File: config.mk
export PLATFORM = sky130hd
export DESIGN_NAME = count_match_unit
export DESIGN_NICKNAME = d
export VERILOG_FILES = /design/src/rtl/cmu_pkg.sv /design/src/rtl/cmu_evt_slot.sv /design/src/rtl/count_match_unit.sv
export SDC_FILE = /design/constraint.sdc
export NUM_CORES = 1
export LEC_CHECK = 0
export ABC_AREA = 1
export CORE_ASPECT_RATIO = 0.8
export CORE_MARGIN = 8
export CORE_UTILIZATION = 53
export DETAILED_ROUTE_END_ITERATION = 12
export PLACE_DENSITY = 0.8
export SYNTH_ARGS = -nofsm -noshare
export SYNTH_HDL_FRONTEND = slang
export SYNTH_SLANG_ARGS = --single-unit
File: constraint.sdc
create_clock -name clk -period 2 [get_ports clk]
set_input_delay 0.2 -clock clk [delete_from_list [all_inputs] [get_ports clk]]
set_output_delay 0.2 -clock clk [all_outputs]
set_load 0.02 [all_outputs]
File: src/rtl/cmu_pkg.sv
// Shared types and constants for the count match unit: FSM states, event kinds
// and event-record field positions.
package cmu_pkg;

   typedef enum logic [1:0] {
      ST_IDLE  = 2'd0,
      ST_ARMED = 2'd1,
      ST_PEND  = 2'd2
   } cmu_state_e;

   localparam int unsigned KIND_W  = 2;
   localparam int unsigned EXTRA_W = 3;

   localparam logic [KIND_W-1:0] KIND_MATCH = 2'b00;
   localparam logic [KIND_W-1:0] KIND_WRAP  = 2'b01;
   localparam logic [KIND_W-1:0] KIND_JUMP  = 2'b10;

   // Event record layout: {kind[1:0], dir, value[w-1:0]}
   function automatic int unsigned rec_w(input int unsigned w);
      return w + EXTRA_W;
   endfunction

   function automatic int unsigned dir_pos(input int unsigned w);
      return w;
   endfunction

   function automatic int unsigned kind_lo(input int unsigned w);
      return w + 1;
   endfunction

endpackage

File: src/rtl/cmu_evt_slot.sv
// Single-entry event output register with valid/ready handshake and a
// saturating counter of dropped events.
module cmu_evt_slot #(
   parameter int unsigned REC_W  = 19,
   parameter int unsigned MISS_W = 4
) (
   input  logic              clk,
   input  logic              reset,
   input  logic              load,
   input  logic              flush,
   input  logic [REC_W-1:0]  rec_in,
   input  logic              miss_inc,
   input  logic              evt_ready,
   output logic              evt_valid,
   output logic [REC_W-1:0]  evt_data,
   output logic [MISS_W-1:0] miss_cnt,
   output logic              accept_c
);

   assign accept_c = evt_valid & evt_ready;

   // A load in the same cycle as an accept replaces the record in place
   always_ff @(posedge clk or negedge reset) begin
      if (!reset) begin
         evt_valid <= 1'b0;
         evt_data  <= '0;
      end else if (load) begin
         evt_valid <= 1'b1;
         evt_data  <= rec_in;
      end else if (flush || accept_c) begin
         evt_valid <= 1'b0;
      end
   end

   always_ff @(posedge clk or negedge reset) begin
      if (!reset) begin
         miss_cnt <= '0;
      end else if (miss_inc && (miss_cnt != '1)) begin
         miss_cnt <= miss_cnt + MISS_W'(1);
      end
   end

endmodule

File: src/rtl/count_match_unit.sv
// Compares a live counter value against a programmable compare register and
// emits event records through a one-entry slot. Wrap events: CMU_WRAP_DETECT_EN.
module count_match_unit
   import cmu_pkg::*;
#(
   parameter int unsigned WIDTH  = 16,
   parameter int unsigned MISS_W = 4
) (
   input  logic                clk,
   input  logic                reset,
   input  logic [WIDTH-1:0]    count,
   input  logic [WIDTH-1:0]    cmp_val,
   input  logic                cmp_wr,
   input  logic                arm,
   input  logic                disarm,
   input  logic                oneshot,
   output logic                evt_valid,
   input  logic                evt_ready,
   output logic [WIDTH+2:0]    evt_data,
   output logic                armed,
   output logic [MISS_W-1:0]   miss_cnt
);

   localparam int unsigned REC_W   = rec_w(WIDTH);
   localparam int unsigned DIR_POS = dir_pos(WIDTH);
   localparam int unsigned KIND_LO = kind_lo(WIDTH);

   cmu_state_e state_q, state_d;

   logic [WIDTH-1:0] count_q;
   logic [WIDTH-1:0] cmp_q;
   logic             moved_c, step_up_c, step_dn_c;
   logic             match_c, wrap_c, evt_c, collide_c;
   logic [REC_W-1:0] rec_c;
   logic             slot_load_c, slot_flush_c, miss_inc_c, accept_c;

   always_ff @(posedge clk or negedge reset) begin
      if (!reset) begin
         count_q <= '0;
         cmp_q   <= '0;
      end else begin
         count_q <= count;
         if (cmp_wr) cmp_q <= cmp_val;
      end
   end

   // Detection: only a changing count can match, so a held value never retriggers
   assign moved_c   = (count != count_q);
   assign step_up_c = (count == count_q + WIDTH'(1));
   assign step_dn_c = (count == count_q - WIDTH'(1));
   assign match_c   = moved_c && (count == cmp_q);

`ifdef CMU_WRAP_DETECT_EN
   assign wrap_c = ((count_q == '1) && (count == '0)) ||
                   ((count_q == '0) && (count == '1));
`else
   assign wrap_c = 1'b0;
`endif

   assign evt_c     = wrap_c | match_c;
   assign collide_c = wrap_c & match_c;

   // Wrap steps are also unit steps, so dir follows step_up_c in every case
   always_comb begin
      rec_c                   = '0;
      rec_c[WIDTH-1:0]        = count;
      rec_c[DIR_POS]          = step_up_c;
      if (wrap_c)
         rec_c[KIND_LO +: KIND_W] = KIND_WRAP;
      else if (step_up_c || step_dn_c)
         rec_c[KIND_LO +: KIND_W] = KIND_MATCH;
      else
         rec_c[KIND_LO +: KIND_W] = KIND_JUMP;
   end

   always_ff @(posedge clk or negedge reset) begin
      if (!reset) begin
         state_q <= ST_IDLE;
         armed   <= 1'b0;
      end else begin
         state_q <= state_d;
         armed   <= (state_d != ST_IDLE);
      end
   end

   always_comb begin
      state_d      = state_q;
      slot_load_c  = 1'b0;
      slot_flush_c = 1'b0;
      miss_inc_c   = 1'b0;
      unique case (state_q)
         ST_IDLE: begin
            if (arm && !disarm) state_d = ST_ARMED;
         end
         ST_ARMED: begin
            if (disarm) begin
               state_d = ST_IDLE;
            end else if (evt_c) begin
               state_d     = ST_PEND;
               slot_load_c = 1'b1;
               miss_inc_c  = collide_c;
            end
         end
         ST_PEND: begin
            if (disarm) begin
               state_d      = ST_IDLE;
               slot_flush_c = 1'b1;
            end else if (accept_c) begin
               // oneshot ends the session; a coincident new event is not recorded
               if (oneshot) begin
                  state_d = ST_IDLE;
               end else if (evt_c) begin
                  slot_load_c = 1'b1;
                  miss_inc_c  = collide_c;
               end else begin
                  state_d = ST_ARMED;
               end
            end else if (evt_c) begin
               miss_inc_c = 1'b1;
            end
         end
         default: begin
            state_d      = ST_IDLE;
            slot_flush_c = 1'b1;
         end
      endcase
   end

   cmu_evt_slot #(
      .REC_W  (REC_W),
      .MISS_W (MISS_W)
   ) u_slot (
      .clk       (clk),
      .reset     (reset),
      .load      (slot_load_c),
      .flush     (slot_flush_c),
      .rec_in    (rec_c),
      .miss_inc  (miss_inc_c),
      .evt_ready (evt_ready),
      .evt_valid (evt_valid),
      .evt_data  (evt_data),
      .miss_cnt  (miss_cnt),
      .accept_c  (accept_c)
   );

endmodule
==> reports/results.tsv <==
metric	value	unit
hold_start	count[0]	
seqCellArea	1451	sq um
whs	132.7	ps
coreArea	6441	sq um
cp_max_fo	21	
layout_common_cells	nand2_1, inv_1, buf_4	
wire_per_inst	14.95	microns
synth_nets	525	
multi_input_area	1894	sq um
worst_path_max_delay_cell	dfrtp_1	
antenna_cells	0	
min_period	1928	ps
grt_pass1_wl	16820	microns
ioPinCount	64	
cts_buffer_depth	2	
critical_path_class	flop to flop	
clkLatencyLatePin	330	ps
final_antenna_net_count	0	
hold_class	input port to flop	
cts.root.buffer_cell	clkbuf_8	
drive_above_1_share	0.2192	
area_growth	42.36	%
stdcell_count	700	
grt_usage	0.2230	
die_h	89.33	microns
viasPerCell	5.060	
powerDensity	635.7	nW/um^2
rows	26	
rsz0062_at_grt	yes	
fill_cells	438	
grt_max_degree	23	
gr-total-overflow	0	
maxCapViolCount	0	
period_share	0.9641	
place_area	4707	sq um
cts_tree	built	
finalSetupViolCount	0	
antenna_found_initial	0	
crit_path_start	count_q[0]	
place.port_buffers	62	
final-hold-violation-count	0	
htreeDepth	3	
r2r_end	u_slot.evt_data[2]	
slowest_delay	430	ps
p_total	3.224	mW
finalClockSkew	10.92	ps
timing.fmax	0.5186	GHz
r2r_setup_slack	70	ps
final_common_cell	nand2_1	
drt_wl_total	10460	microns
drv_slew	0	
detailed_place_hpwl	8124	microns
syn_inst	479	
cp-end-kind	flop	
reg2reg_depth	14	
via_count	3542	
ys_ff_latch	58	
worstPathRequired	2220	ps
holdPathStages	1	
final_util	0.7873	
worst_slew_pin_slew	571.5	ps
avgSynthCellArea	7.437	sq um
ys_seq_area_frac	0.4074	
critPathCapture	u_slot.evt_data[2]	
grt_pass1_vias	3475	
numCtsBuffers	9	
synthDistinctLibCells	26	
vdd_drop_max	534.3	uV
placedCellCount	680	
max_slew_margin	0.6178	
yosysWarnings	0	
gp_congestion	0.8826	
die_w	107.7	microns
start_util	0.5530	
path_cells	inv_2 > buf_6 > nand2_2 > nand2_2 > nor2_1 > nand2_1 > nor2_1 > nand2_2 > nand3_4 > nor3_4 > inv_2 > buf_12 > nand2_1 > o21ai_2	
die_area	9617	sq um
rr_startpoint	count_q[0]	
cts.sinks	58	
drt_iter0_markers	198	
synth_area	3562	sq um
crit_arrival	2150	ps
crit_top_cell	nand2_2	
p_leak	2.565	nW
status	finished clean	
cp-start-kind	flop	
cts.clk_slew.worst_paths	70	ps
drc	0	
nets	657	
fin_area	5071	sq um
dr.pass1.iters	5	
==> cell families (layout without fill, tap and decap cells) <==
family | Yosys count | after routing | share of synthesized area
adders and majority gates | 7 | 7 | 0.02459
and+or+nand+nor | 265 | 265 | 0.3052
AOI/OAI and AO/OA | 33 | 33 | 0.06322
buffers and inverters | 73 | 210 | 0.08465
DFF | 58 | 58 | 0.4074
xor gates and xnor gates | 33 | 33 | 0.08535
muxes | 9 | 9 | 0.02845
other | 1 | 1 | 0.001053
==> what timing repair did <==
action                                  4_1_cts  5_1_grt
pin swaps                                     0       10
endpoints found under the setup margin        1       26
endpoints found under the hold margin        20        0
hold buffers                                  1        0
resized for setup                             1       30
setup buffers                                 0        3
==> cell usage after synthesis <==
| master | number | area (sq um) |
|---|---|---|
| buf_4 | 1 | 7.510 |
| ha_1 | 7 | 87.58 |
| nor3_4 | 1 | 16.27 |
| nor4_1 | 1 | 6.260 |
| nand2_1 | 163 | 611.8 |
| nand2_2 | 3 | 18.77 |
| o21ai_0 | 12 | 60.06 |
| nand3_1 | 31 | 155.2 |
| clkbuf_2 | 1 | 5.000 |
| nand4_1 | 4 | 25.02 |
| nand3_2 | 1 | 10.01 |
| buf_6 | 3 | 33.78 |
| dfrtp_1 | 58 | 1451 |
| xor2_1 | 15 | 131.4 |
| nor3_1 | 6 | 30.03 |
| inv_2 | 1 | 3.750 |
| nor2_1 | 53 | 198.9 |
| conb_1 | 1 | 3.750 |
| o21ai_2 | 16 | 140.1 |
| clkbuf_1 | 2 | 7.510 |
| xor2_2 | 2 | 32.53 |
| mux2_2 | 9 | 101.4 |
| inv_1 | 65 | 244.0 |
| xnor2_1 | 16 | 140.1 |
| nand3b_1 | 2 | 15.01 |
| a21oi_1 | 5 | 25.02 |
==> power breakdown <==
| part | leakage [nW] | total, mW | switching (mW) | internal (mW) |
|---|---|---|---|---|
| Combinational | 1.72 | 0.684 | 0.366 | 0.318 |
| Clock | 0.117 | 1.24 | 0.468 | 0.771 |
| Sequential | 0.732 | 1.30 | 0.0619 | 1.24 |
| Total | 2.56 | 3.22 | 0.895 | 2.33 |
==> cell type report <==
cell class	count	share of cell area
Tap cell	84	0.02073
Multi-Input combinational cell	348	0.3736
Clock buffer	12	0.03059
Timing Repair Buffer	128	0.2255
Inverter	66	0.04885
Clock inverter	4	0.01456
Sequential cell	58	0.2862
==> sequential cells by signal (all words and copies together), names as in the netlist <==
signal,cells
u_slot.evt_data,18
cmp_q,16
count_q,16
u_slot.miss_cnt,4
state_q,2
armed,1
u_slot.evt_valid,1
==> through the flow <==
stage | setup TNS [ps] | setup slack [ps]
6_report | 0 | 71.78
5_1_grt | -87.07 | -17.20
4_1_cts | 0 | 51.83
3_5_place_dp | -4435 | -211.6
3_3_place_gp | -3636 | -194.4
2_1_floorplan | 0 | 265.2
==> worst max-delay path, delay by kind of cell (launching register included) <==
kind / cells / cell delay, ps
AO/OA/AOI/OAI: 1 / 60
flip-flops: 1 / 430
buffers and inverters: 4 / 480
AND/OR/NAND/NOR: 9 / 850
==> metal layers <==
| metal | vias to the layer above | wire (microns) | global-route usage |
|---|---|---|---|
| li1 | 1743 | - | - |
| met1 | 1673 | 4761 | 0.2962 |
| met2 | 111 | 4925 | 0.3656 |
| met3 | 15 | 623 | 0.03386 |
| met4 | 0 | 152 | 0.07161 |
| met5 | - | 0 | 0 |
==> how the worst min path moves through the flow <==
stage / to / slack [ps]
after global routing: count_q[0] / 130
after floorplan: armed / -100
after CTS: cmp_q[1] / 370
after detailed placement: cmp_q[1] / 180
final: count_q[0] / 130
after global placement: u_slot.evt_data[6] / 180
No activity file was read; power rests on OpenSTA's default activity.
